### config.mk
export PLATFORM = sky130hd
export DESIGN_NAME = noise_table_writer_flat
export DESIGN_NICKNAME = d
export VERILOG_FILES = /design/src/rtl/noise_mem_pkg.sv /design/src/rtl/noise_table_writer_if.sv /design/src/rtl/noise_table_writer_byte_packer_64.sv /design/src/rtl/noise_table_writer.sv /design/src/flat_wrapper.sv
export SDC_FILE = /design/constraint.sdc
export NUM_CORES = 1
export LEC_CHECK = 0
export CAP_MARGIN = 10
export CELL_PAD_IN_SITES_DETAIL_PLACEMENT = 0
export CELL_PAD_IN_SITES_GLOBAL_PLACEMENT = 1
export CORE_MARGIN = 3
export CORE_UTILIZATION = 51
export CTS_BUF_LIST = sky130_fd_sc_hd__clkbuf_4
export DETAILED_ROUTE_END_ITERATION = 10
export DONT_BUFFER_PORTS = 1
export GPL_TIMING_DRIVEN = 0
export PLACE_DENSITY = 0.95
export RECOVER_POWER = 100
export SLEW_MARGIN = 20
export SYNTH_ARGS = -nofsm -noshare
export SYNTH_HDL_FRONTEND = slang
export SYNTH_SLANG_ARGS = --single-unit
### constraint.sdc
create_clock -name clk -period 3.9 [get_ports clk]
set_input_delay 0.975 -clock clk [delete_from_list [all_inputs] [get_ports clk]]
set_output_delay 0.975 -clock clk [all_outputs]
set_load 0.01 [all_outputs]
### src/rtl/noise_mem_pkg.sv
// -----------------------------------------------------------------------------
// noise_mem_pkg
// Shared types and constants for the noise-table memory writer.
//   state_t    : writer FSM states (IDLE, COLLECT, WRITE, DONE)
//   WORD_BYTES : bytes packed into one memory word
//   MEM_DATA_W : memory port-2 data width
//   addr_t     : port-2 address at the default width
//   csum_add   : running 16-bit byte checksum step
// -----------------------------------------------------------------------------
package noise_mem_pkg;

  localparam int WORD_BYTES     = 8;
  localparam int MEM_DATA_W     = 64;
  localparam int ADDR_W_DEFAULT = 14;
  localparam int BYTE_IDX_W     = 3;
  localparam int WCOUNT_W       = 9;
  localparam int CSUM_W         = 16;

  typedef enum logic [1:0] {
    IDLE    = 2'd0,
    COLLECT = 2'd1,
    WRITE   = 2'd2,
    DONE    = 2'd3
  } state_t;

  typedef logic [ADDR_W_DEFAULT-1:0] addr_t;

  // Checksum is the plain modulo-2^16 sum of zero-extended bytes.
  function automatic logic [CSUM_W-1:0] csum_add(input logic [CSUM_W-1:0] acc,
                                                 input logic [7:0]        b);
    return acc + {{(CSUM_W-8){1'b0}}, b};
  endfunction

endpackage

### src/rtl/noise_table_writer_if.sv
// -----------------------------------------------------------------------------
// noise_table_writer_if
// Bundles the incoming byte stream and the outgoing memory port-2 write bus.
//   byte_in / byte_in_valid / byte_in_ready : valid/ready byte stream
//   mem_address / mem_write / mem_writedata / mem_byteenable : port-2 writes
// master : the writer (consumes bytes, drives the memory port)
// slave  : the byte source / memory side
// -----------------------------------------------------------------------------
interface noise_table_writer_if #(
  parameter int ADDR_W = 14
);
  import noise_mem_pkg::*;

  logic [7:0]            byte_in;
  logic                  byte_in_valid;
  logic                  byte_in_ready;

  logic [ADDR_W-1:0]     mem_address;
  logic                  mem_write;
  logic [MEM_DATA_W-1:0] mem_writedata;
  logic [7:0]            mem_byteenable;

  modport master (
    input  byte_in,
    input  byte_in_valid,
    output byte_in_ready,
    output mem_address,
    output mem_write,
    output mem_writedata,
    output mem_byteenable
  );

  modport slave (
    output byte_in,
    output byte_in_valid,
    input  byte_in_ready,
    input  mem_address,
    input  mem_write,
    input  mem_writedata,
    input  mem_byteenable
  );

endinterface

### src/rtl/noise_table_writer_byte_packer_64.sv
// -----------------------------------------------------------------------------
// byte_packer_64
// Packs a byte stream little-endian into a 64-bit word: the n-th accepted byte
// of a word lands in bits [8n+7:8n].
//   clk, rstn : clock, synchronous active-low reset
//   i_clear   : discard partial word, restart at lane 0 (wins over i_wr)
//   i_wr      : accept i_byte into the current lane this cycle
//   i_byte    : data byte
//   o_word    : pack register (holds the complete word after lane 7 is written)
//   o_full    : the byte accepted this cycle completes the word
// -----------------------------------------------------------------------------
module byte_packer_64
  import noise_mem_pkg::*;
(
  input  logic                  clk,
  input  logic                  rstn,
  input  logic                  i_clear,
  input  logic                  i_wr,
  input  logic [7:0]            i_byte,
  output logic [MEM_DATA_W-1:0] o_word,
  output logic                  o_full
);

  logic [BYTE_IDX_W-1:0] r_idx;
  logic [MEM_DATA_W-1:0] r_pack;

  always_ff @(posedge clk) begin
    if (!rstn || i_clear) begin
      r_idx  <= '0;
      r_pack <= '0;
    end else if (i_wr) begin
      for (int k = 0; k < WORD_BYTES; k++) begin
        if (r_idx == BYTE_IDX_W'(k)) r_pack[8*k +: 8] <= i_byte;
      end
      // Index wraps 7 -> 0 naturally, so back-to-back words need no clear.
      r_idx <= r_idx + 1'b1;
    end
  end

  assign o_word = r_pack;
  assign o_full = i_wr && (r_idx == BYTE_IDX_W'(WORD_BYTES - 1));

endmodule

### src/rtl/noise_table_writer.sv
// -----------------------------------------------------------------------------
// noise_table_writer
// Writer side of the 64-bit noise-table memory port. Collects 8 bytes from the
// loader stream, packs them little-endian and writes the word to consecutive
// port-2 addresses (BASE_ADDR, +ADDR_STRIDE, ...). After NUM_WORDS words the
// block sits in DONE with done=1 so the control FSM can release load_mem.
//   clk, rstn   : clock, synchronous active-low reset
//   start       : 1-cycle pulse, begins a load from IDLE or DONE
//   abort       : 1-cycle pulse, cancels any load and returns to IDLE
//   wr          : byte stream in, memory port-2 write bus out
//   busy        : COLLECT or WRITE
//   done        : full table written, held until next start/abort
//   word_count  : words written in the current load
//   checksum    : 16-bit sum of accepted bytes in the current load
// -----------------------------------------------------------------------------
module noise_table_writer
  import noise_mem_pkg::*;
#(
  parameter int                ADDR_W      = 14,
  parameter int                NUM_WORDS   = 128,
  parameter logic [ADDR_W-1:0] BASE_ADDR   = '0,
  parameter int                ADDR_STRIDE = 4
)(
  input  logic                     clk,
  input  logic                     rstn,
  input  logic                     start,
  input  logic                     abort,
  noise_table_writer_if.master     wr,
  output logic                     busy,
  output logic                     done,
  output logic [WCOUNT_W-1:0]      word_count,
  output logic [CSUM_W-1:0]        checksum
);

  state_t                r_state;
  logic                  r_ready;
  logic                  r_mem_write;
  logic                  r_busy;
  logic                  r_done;
  logic [ADDR_W-1:0]     r_addr;
  logic [WCOUNT_W-1:0]   r_word_count;
  logic [CSUM_W-1:0]     r_checksum;

  logic                  w_xfer;
  logic                  w_start_ok;
  logic                  w_clear;
  logic                  w_full;
  logic [MEM_DATA_W-1:0] w_word;

  // r_ready is only ever set on entry to COLLECT, so it alone qualifies a transfer.
  assign w_xfer     = wr.byte_in_valid && r_ready;
  assign w_start_ok = start && ((r_state == IDLE) || (r_state == DONE));

  // The pack register restarts on a new load, on abort (partial word dropped)
  // and after each WRITE; abort also suppresses any transfer in its cycle.
  assign w_clear = abort || w_start_ok || (r_state == WRITE);

  byte_packer_64 u_packer (
    .clk     (clk),
    .rstn    (rstn),
    .i_clear (w_clear),
    .i_wr    (w_xfer),
    .i_byte  (wr.byte_in),
    .o_word  (w_word),
    .o_full  (w_full)
  );

  always_ff @(posedge clk) begin
    if (!rstn) begin
      r_state      <= IDLE;
      r_ready      <= 1'b0;
      r_mem_write  <= 1'b0;
      r_busy       <= 1'b0;
      r_done       <= 1'b0;
      r_addr       <= BASE_ADDR;
      r_word_count <= '0;
      r_checksum   <= '0;
    end else if (abort) begin
      // word_count and checksum deliberately keep their values for debug.
      r_state     <= IDLE;
      r_ready     <= 1'b0;
      r_mem_write <= 1'b0;
      r_busy      <= 1'b0;
      r_done      <= 1'b0;
    end else begin
      case (r_state)
        IDLE, DONE: begin
          if (start) begin
            r_state      <= COLLECT;
            r_ready      <= 1'b1;
            r_busy       <= 1'b1;
            r_done       <= 1'b0;
            r_addr       <= BASE_ADDR;
            r_word_count <= '0;
            r_checksum   <= '0;
          end
        end

        COLLECT: begin
          if (w_xfer) begin
            r_checksum <= csum_add(r_checksum, wr.byte_in);
            if (w_full) begin
              r_state     <= WRITE;
              r_ready     <= 1'b0;
              r_mem_write <= 1'b1;
            end
          end
        end

        WRITE: begin
          r_mem_write  <= 1'b0;
          r_word_count <= r_word_count + 1'b1;
          // Address wraps modulo 2^ADDR_W without any error indication.
          r_addr       <= r_addr + ADDR_W'(ADDR_STRIDE);
          if (r_word_count == WCOUNT_W'(NUM_WORDS - 1)) begin
            r_state <= DONE;
            r_busy  <= 1'b0;
            r_done  <= 1'b1;
          end else begin
            r_state <= COLLECT;
            r_ready <= 1'b1;
          end
        end

        default: begin
          r_state <= IDLE;
          r_ready <= 1'b0;
          r_busy  <= 1'b0;
        end
      endcase
    end
  end

  // The pack register is complete and untouched for the whole WRITE cycle.
  assign wr.byte_in_ready  = r_ready;
  assign wr.mem_address    = r_addr;
  assign wr.mem_write      = r_mem_write;
  assign wr.mem_writedata  = w_word;
  assign wr.mem_byteenable = r_mem_write ? 8'hFF : 8'h00;

  assign busy       = r_busy;
  assign done       = r_done;
  assign word_count = r_word_count;
  assign checksum   = r_checksum;

endmodule

### src/flat_wrapper.sv
// flat-port wrapper written by rule: the top's interface ports become plain ports
module noise_table_writer_flat import noise_mem_pkg::*;
#(
  parameter int                ADDR_W      = 14,
  parameter int                NUM_WORDS   = 128,
  parameter logic [ADDR_W-1:0] BASE_ADDR   = '0,
  parameter int                ADDR_STRIDE = 4
)
  (clk, rstn, start, abort, busy, done, word_count, checksum, wr_byte_in, wr_byte_in_valid, wr_byte_in_ready, wr_mem_address, wr_mem_write, wr_mem_writedata, wr_mem_byteenable);
  noise_table_writer_if #(.ADDR_W(ADDR_W)) wr_i ();
  input  logic clk;
  input  logic rstn;
  input  logic start;
  input  logic abort;
  output logic busy;
  output logic done;
  output logic [WCOUNT_W-1:0] word_count;
  output logic [CSUM_W-1:0] checksum;
  input wire logic [$bits(wr_i.byte_in)-1:0] wr_byte_in;
  input wire logic [$bits(wr_i.byte_in_valid)-1:0] wr_byte_in_valid;
  output wire logic [$bits(wr_i.byte_in_ready)-1:0] wr_byte_in_ready;
  output wire logic [$bits(wr_i.mem_address)-1:0] wr_mem_address;
  output wire logic [$bits(wr_i.mem_write)-1:0] wr_mem_write;
  output wire logic [$bits(wr_i.mem_writedata)-1:0] wr_mem_writedata;
  output wire logic [$bits(wr_i.mem_byteenable)-1:0] wr_mem_byteenable;
  assign wr_i.byte_in = wr_byte_in;
  assign wr_i.byte_in_valid = wr_byte_in_valid;
  assign wr_byte_in_ready = wr_i.byte_in_ready;
  assign wr_mem_address = wr_i.mem_address;
  assign wr_mem_write = wr_i.mem_write;
  assign wr_mem_writedata = wr_i.mem_writedata;
  assign wr_mem_byteenable = wr_i.mem_byteenable;
  noise_table_writer #(.ADDR_W(ADDR_W), .NUM_WORDS(NUM_WORDS), .BASE_ADDR(BASE_ADDR), .ADDR_STRIDE(ADDR_STRIDE)) u_core (.clk(clk), .rstn(rstn), .start(start), .abort(abort), .wr(wr_i), .busy(busy), .done(done), .word_count(word_count), .checksum(checksum));
endmodule
==> impl_metrics.yaml, run 1 <==
cts:
  clock_latency_ns: 0.48
  numCtsBuffers: 9
  clk_pin_slew_ns: 0.18
  htreeDepth: 3
  cts_resized: 0
  holdBufCountCts: 0
  cts_setup_buffers: 0
  cts_tree: "built"
  clk_path_buf_depth: 2
  clkSinkCount: 110
  cts_root_buf: "clkbuf_4"
setup_path:
  crit_required_ns: 4.31
  critPathKind: "reg2reg"
  crit_arrival_ns: 3.63
  r2r_slack_ns: 0.68
  end_kind: "flop"
  startpoint_type: "flop"
  path_max_fanout: 10
floorplan:
  fp-row-count: 34
  io-pin-count: 128
  fp.dieH_um: 103
  fp.dieArea_um2: 10600
  initial_utilization_pct: 53.6
  core_area_um2: 8930
  die_w_um: 103
sta:
  slew_viol_final: 0
  slew_headroom_pct: 12.3
  worst_pin_slew_ns: 1.31
  clock_skew_ns: 0.0287
  fin_ws_ns: 0.682
  period_share_pct: 82.5
  holdWs_ns: 0.512
  finalSetupViolCount: 0
  setup-tns-final_ns: 0
  min_period_ns: 3.22
  max_freq_mhz: 311
  hold_violations: 0
  grt_setup_unrepaired: "false"
global_routing:
  antenna_found_initial: 0
  grt_pass1_wl_mm: 18.8
  grt.overflow.total: 0
  grtUsageTotal_pct: 22.6
  grt_max_degree: 20
  grt_pass1_vias: 3792
power_and_ir_drop:
  peakVddDrop_mv: 0.228
  power_mw: 1.80
  seqPwrFrac_pct: 63.3
  switching_share_pct: 27.4
  p_leak_nw: 1.64
  p_per_area_nw_per_um2: 361
  p_sw_mw: 0.493
  pwr-share-comb_pct: 5.9
  internal_power_mw: 1.31
  clkPwrFrac_pct: 30.8
logic_synthesis:
  synthSimpleGateAreaFrac_pct: 24.0
  synth_compound_area_share_pct: 15.4
  ys_ff_latch: 110
  yosysWarnings: 0
  synthFlopType: "dfxtp_1"
  synth_edf_count: 0
  syn_inst: 591
  synth_xor_area_share_pct: 3.48
  syn-cell-area_um2: 4790
  synth_seq_area_share_pct: 46.0
  synth_top_family_by_area: "simple AND/OR/NAND/NOR gates"
  synthMuxAreaShare_pct: 0.418
  ys_types: 44
  synth_fa_ha_area_share_pct: 5.39
  synthArstFlopShare_pct: 0
  syn_avg_cell_area_um2: 8.10
layout:
  nets: 636
  antenna_cells: 0
  final.fill_count: 878
  fin_cells: 716
  final_util_pct: 55.8
  layout_common_cells: "152 x nand2_1, 110 x dfxtp_1, 88 x a21oi_1"
  drive_above_1_share_pct: 3.62
  area_delta_synth_final_pct: 4.13
  final_area_um2: 4980
  final_common_cell: "nand2_1"
run_status:
  status: "finished, final reports clean"
routing:
  drc_errors: 0
  totalWireLength_mm: 12.0
  drtAntennaViolNets: 0
  vias_per_cell: 5.72
  drt_pass1_iterations: 5
  wl_per_cell_um: 16.8
  drt-initial-drc-count: 168
  vias: 4097
placed_design:
  dp_slack_ns: 0.448
  dp.cells: 700
  placed_area_um2: 4920
  dp_hpwl_mm: 8.64
  gp_congestion: 0.832
  io_buffer_count: 0
worst_hold_path:
  hold_path_class: "reg2reg"
flow_run:
  max-cap-violations: 0
==> synthesized netlist by cell type, types with 2 or more instances <==
cell	n	area, um2
a211oi_1	3	22.5
xnor2_1	7	61.3
buf_1	11	41.3
xor2_1	12	105
and3_1	12	75.1
or4_1	3	22.5
nand4_1	8	50.1
or3_2	2	15.0
a21o_1	3	22.5
nand3_1	24	120
nor2_1	32	120
inv_1	10	37.5
and4_1	2	17.5
o211ai_1	4	30.0
buf_4	10	75.1
a22oi_1	2	15.0
nand2b_1	4	25.0
dfxtp_1	110	2200
a31oi_1	3	18.8
clkbuf_1	22	82.6
nand2_1	152	571
ha_1	19	238
or3_1	9	56.3
a21oi_1	88	440
o21ai_0	15	75.1
mux2i_1	2	20.0
o31ai_1	5	37.5
==> state kept, by name, indices dropped and copies added, names as in the netlist <==
signal / count
u_core.word_count: 9
u_core.r_state: 2
u_core.busy: 1
u_core.u_packer.r_idx: 3
u_core.u_packer.o_word: 64
u_core.wr.byte_in_ready: 1
u_core.wr.mem_address: 12
u_core.checksum: 16
u_core.wr.mem_write: 1
u_core.done: 1
==> metal layers <==
layer  part of all wire (%)  track usage (%)  up-vias
met5                      0                0        -
met4                    1.5             7.27        0
met3                    8.8             7.65       15
met2                     46             34.8      124
met1                     44             30.1     1941
li1                       -                -     2017
==> critical path, cell delays in order, from the launching register on <==
cell and delay [ns]:
dfxtp_1 0.42, inv_1 0.06, ha_1 0.35, nor2b_1 0.16, clkbuf_1 0.19, nor3_1 1.03
nand3_1 0.37, or3_1 0.44, a21oi_1 0.15
==> final cells by class <==
type	instances	area (um2)	area share, %
sequential	110	2200	44.2
clock buffer	10	75.1	1.51
inverter	10	37.5	0.753
multi-input combinational	428	2310	46.3
buffer	44	173	3.46
clock inverter	6	53.8	1.08
tap	108	135	2.71
==> power groups by stage <==
stage,Combinational (mW),Clock [mW],Sequential [mW]
6_report,0.106,0.555,1.14
5_1_grt,0.118,0.601,1.14
4_1_cts,0.109,0.562,1.14
3_5_place_dp,0.109,0,1.16
3_3_place_gp,0.106,0,1.16
2_1_floorplan,0.0782,0,1.16
==> cell families after synthesis <==
group | count (synthesis)
and+or+nand+nor | 257
AOI/OAI and AO/OA | 128
DFF | 110
buffers and inverters | 54
adders and majority gates | 20
xor gates and xnor gates | 19
muxes | 2
other | 1
==> final timing paths <==
| check | start | to | cells past startpoint |
|---|---|---|---|
| worst max-delay path | u_core.r_state[0] | u_core.wr.mem_address[8] | 8 |
| worst min-delay path | u_core.u_packer.o_word[51] | u_core.u_packer.o_word[51] | 2 |
| worst max register to register | u_core.r_state[0] | u_core.wr.mem_address[8] | 8 |
| worst min register to register | u_core.u_packer.o_word[51] | u_core.u_packer.o_word[51] | 2 |
(Power assumes the default switching activity.)
==> run 2, diff against run 1 <==
--- a/config.mk
+++ b/config.mk
@@ -9,12 +9,12 @@
 export CELL_PAD_IN_SITES_DETAIL_PLACEMENT = 0
 export CELL_PAD_IN_SITES_GLOBAL_PLACEMENT = 1
 export CORE_MARGIN = 3
-export CORE_UTILIZATION = 51
+export CORE_UTILIZATION = 43
 export CTS_BUF_LIST = sky130_fd_sc_hd__clkbuf_4
 export DETAILED_ROUTE_END_ITERATION = 10
 export DONT_BUFFER_PORTS = 1
 export GPL_TIMING_DRIVEN = 0
-export PLACE_DENSITY = 0.95
+export PLACE_DENSITY = 0.88
 export RECOVER_POWER = 100
 export SLEW_MARGIN = 20
 export SYNTH_ARGS = -nofsm -noshare
==> constraint.sdc (replaced) <==
create_clock -name clk -period 2.7 [get_ports clk]
set_input_delay 0.675 -clock clk [delete_from_list [all_inputs] [get_ports clk]]
set_output_delay 0.675 -clock clk [all_outputs]
set_load 0.01 [all_outputs]
==> impl_metrics.yaml, run 2 (same netlist as run 1, synthesis figures left out) <==
worst_hold_path:
  hold_path_class: "in2reg"
  hold_end: "u_core.busy"
  holdCritStartpoint: "start"
  hold_depth: 2
placed_design:
  placed_area_um2: 4960
  dp.cells: 728
  gp_congestion: 0.798
  dp_hpwl_mm: 9.04
  io_buffer_count: 0
  dp_slack_ns: -0.426
floorplan:
  fp-row-count: 37
  io-pin-count: 128
  fp.dieH_um: 112
  die_w_um: 112
  core_area_um2: 10600
  initial_utilization_pct: 45.3
  fp.dieArea_um2: 12400
sta:
  slew_headroom_pct: 56.2
  grt_setup_unrepaired: "false"
  setup-tns-final_ns: 0
  max_freq_mhz: 397
  slew_viol_final: 0
  hold_violations: 0
  min_period_ns: 2.52
  finalSetupViolCount: 0
  holdWs_ns: 0.394
  worst_pin_slew_ns: 0.648
  fin_ws_ns: 0.183
  period_share_pct: 93.2
  clock_skew_ns: 0.0150
power_and_ir_drop:
  internal_power_mw: 1.88
  seqPwrFrac_pct: 63.8
  pwr-share-comb_pct: 6.2
  p_sw_mw: 0.700
  p_leak_nw: 1.66
  p_per_area_nw_per_um2: 509
  power_mw: 2.58
  peakVddDrop_mv: 0.330
  clkPwrFrac_pct: 30.1
  switching_share_pct: 27.1
setup_path:
  end_kind: "flop"
  worstReg2RegEnd: "u_core.checksum[14]"
  reg2reg_from: "u_core.checksum[0]"
  crit_arrival_ns: 2.93
  startpoint_type: "flop"
  r2r_slack_ns: 0.18
  worstRegToRegCells: 8
  crit_required_ns: 3.12
  crit_path_frequent_cell: "a21oi_1"
  path_max_fanout: 7
  critPathKind: "reg2reg"
  cpPeakStageDelay_ns: 0.51
  path_cells: "ha_1 -> inv_1 -> fa_1 -> nand2b_1 -> a21oi_1 -> o211ai_4 -> or4_1 -> a21oi_1"
  crit_slowest_cell: "or4_1"
routing:
  drc_errors: 0
  wl_per_cell_um: 16.4
  vias: 4049
  vias_per_cell: 5.43
  drt-initial-drc-count: 322
  drtAntennaViolNets: 0
  totalWireLength_mm: 12.2
  drt_pass1_iterations: 4
cts:
  htreeDepth: 3
  clkSinkCount: 110
  cts_root_buf: "clkbuf_4"
  holdBufCountCts: 0
  clock_latency_ns: 0.47
  clk_path_buf_depth: 2
  clk_pin_slew_ns: 0.17
  cts_tree: "built"
  numCtsBuffers: 9
run_status:
  status: "finished, final reports clean"
global_routing:
  grt_max_degree: 20
  grtUsageTotal_pct: 20.0
  grt_pass1_vias: 3892
  grt_pass1_wl_mm: 20.1
  antenna_found_initial: 0
  grt.overflow.total: 0
layout:
  final_util_pct: 48.1
  largest_reg_flops: 64
  antenna_cells: 0
  layout_common_cells: "152 x nand2_1, 110 x dfxtp_1, 88 x a21oi_1"
  area_delta_synth_final_pct: 5.99
  final_common_cell: "nand2_1"
  nets: 638
  final.fill_count: 1040
  final_area_um2: 5070
  drive_above_1_share_pct: 4.59
  fin_cells: 746
flow_run:
  max-cap-violations: 0
==> run 2: power groups by stage <==
stage	clock (mW)	combinational [mW]	sequential, mW
floorplan	0	0.113	1.68
global placement	0	0.152	1.68
detailed placement	0	0.157	1.68
CTS	0.804	0.157	1.65
global route	0.858	0.179	1.65
finish	0.776	0.159	1.65
==> run 2: worst max path at each step <==
stage	start	endpoint	slack [ns]	cells after the start
finish	u_core.checksum[0]	u_core.checksum[14]	0.18	8
global route	u_core.checksum[0]	u_core.checksum[14]	0.04	8
CTS	u_core.r_state[0]	u_core.checksum[14]	0.06	8
detailed placement	wr_byte_in[1]	u_core.checksum[14]	-0.43	8
global placement	wr_byte_in[1]	u_core.checksum[14]	-0.36	8
floorplan	wr_byte_in[1]	u_core.checksum[14]	0.009	8
==> run 2: area by class of cell <==
type | count | area, um2 | share of cell area, %
plain buffers | 44 | 181 | 3.58
well taps | 136 | 170 | 3.35
repair buffers | 2 | 15.0 | 0.296
inverters | 10 | 37.5 | 0.740
clock inverters | 7 | 60.1 | 1.18
multi-input cells | 428 | 2340 | 46.1
clock buffers | 9 | 67.6 | 1.33
flip-flops and latches | 110 | 2200 | 43.4
==> run 2: repair_timing <==
item	CTS	global route
endpoints found under the setup margin	0	3
setup buffers	0	2
gates resized for setup	0	3
==> run 2: metal layers <==
metal	up-vias	global-route usage, %	wire (um)
met5	-	0	0
met2	107	30.6	5580
met3	9	8.04	1200
li1	2019	-	-
met4	0	6.97	140
met1	1914	25.6	5320
==> run 2: worst max-delay path, delay by kind of cell, from the launching register on <==
| kind | cells | cell delay [ns] |
|---|---|---|
| DFF | 1 | 0.47 |
| buffers and inverters | 1 | 0.07 |
| and+or+nand+nor | 2 | 0.71 |
| AOI/OAI and AO/OA | 3 | 0.59 |
| adders and majority gates | 2 | 0.62 |
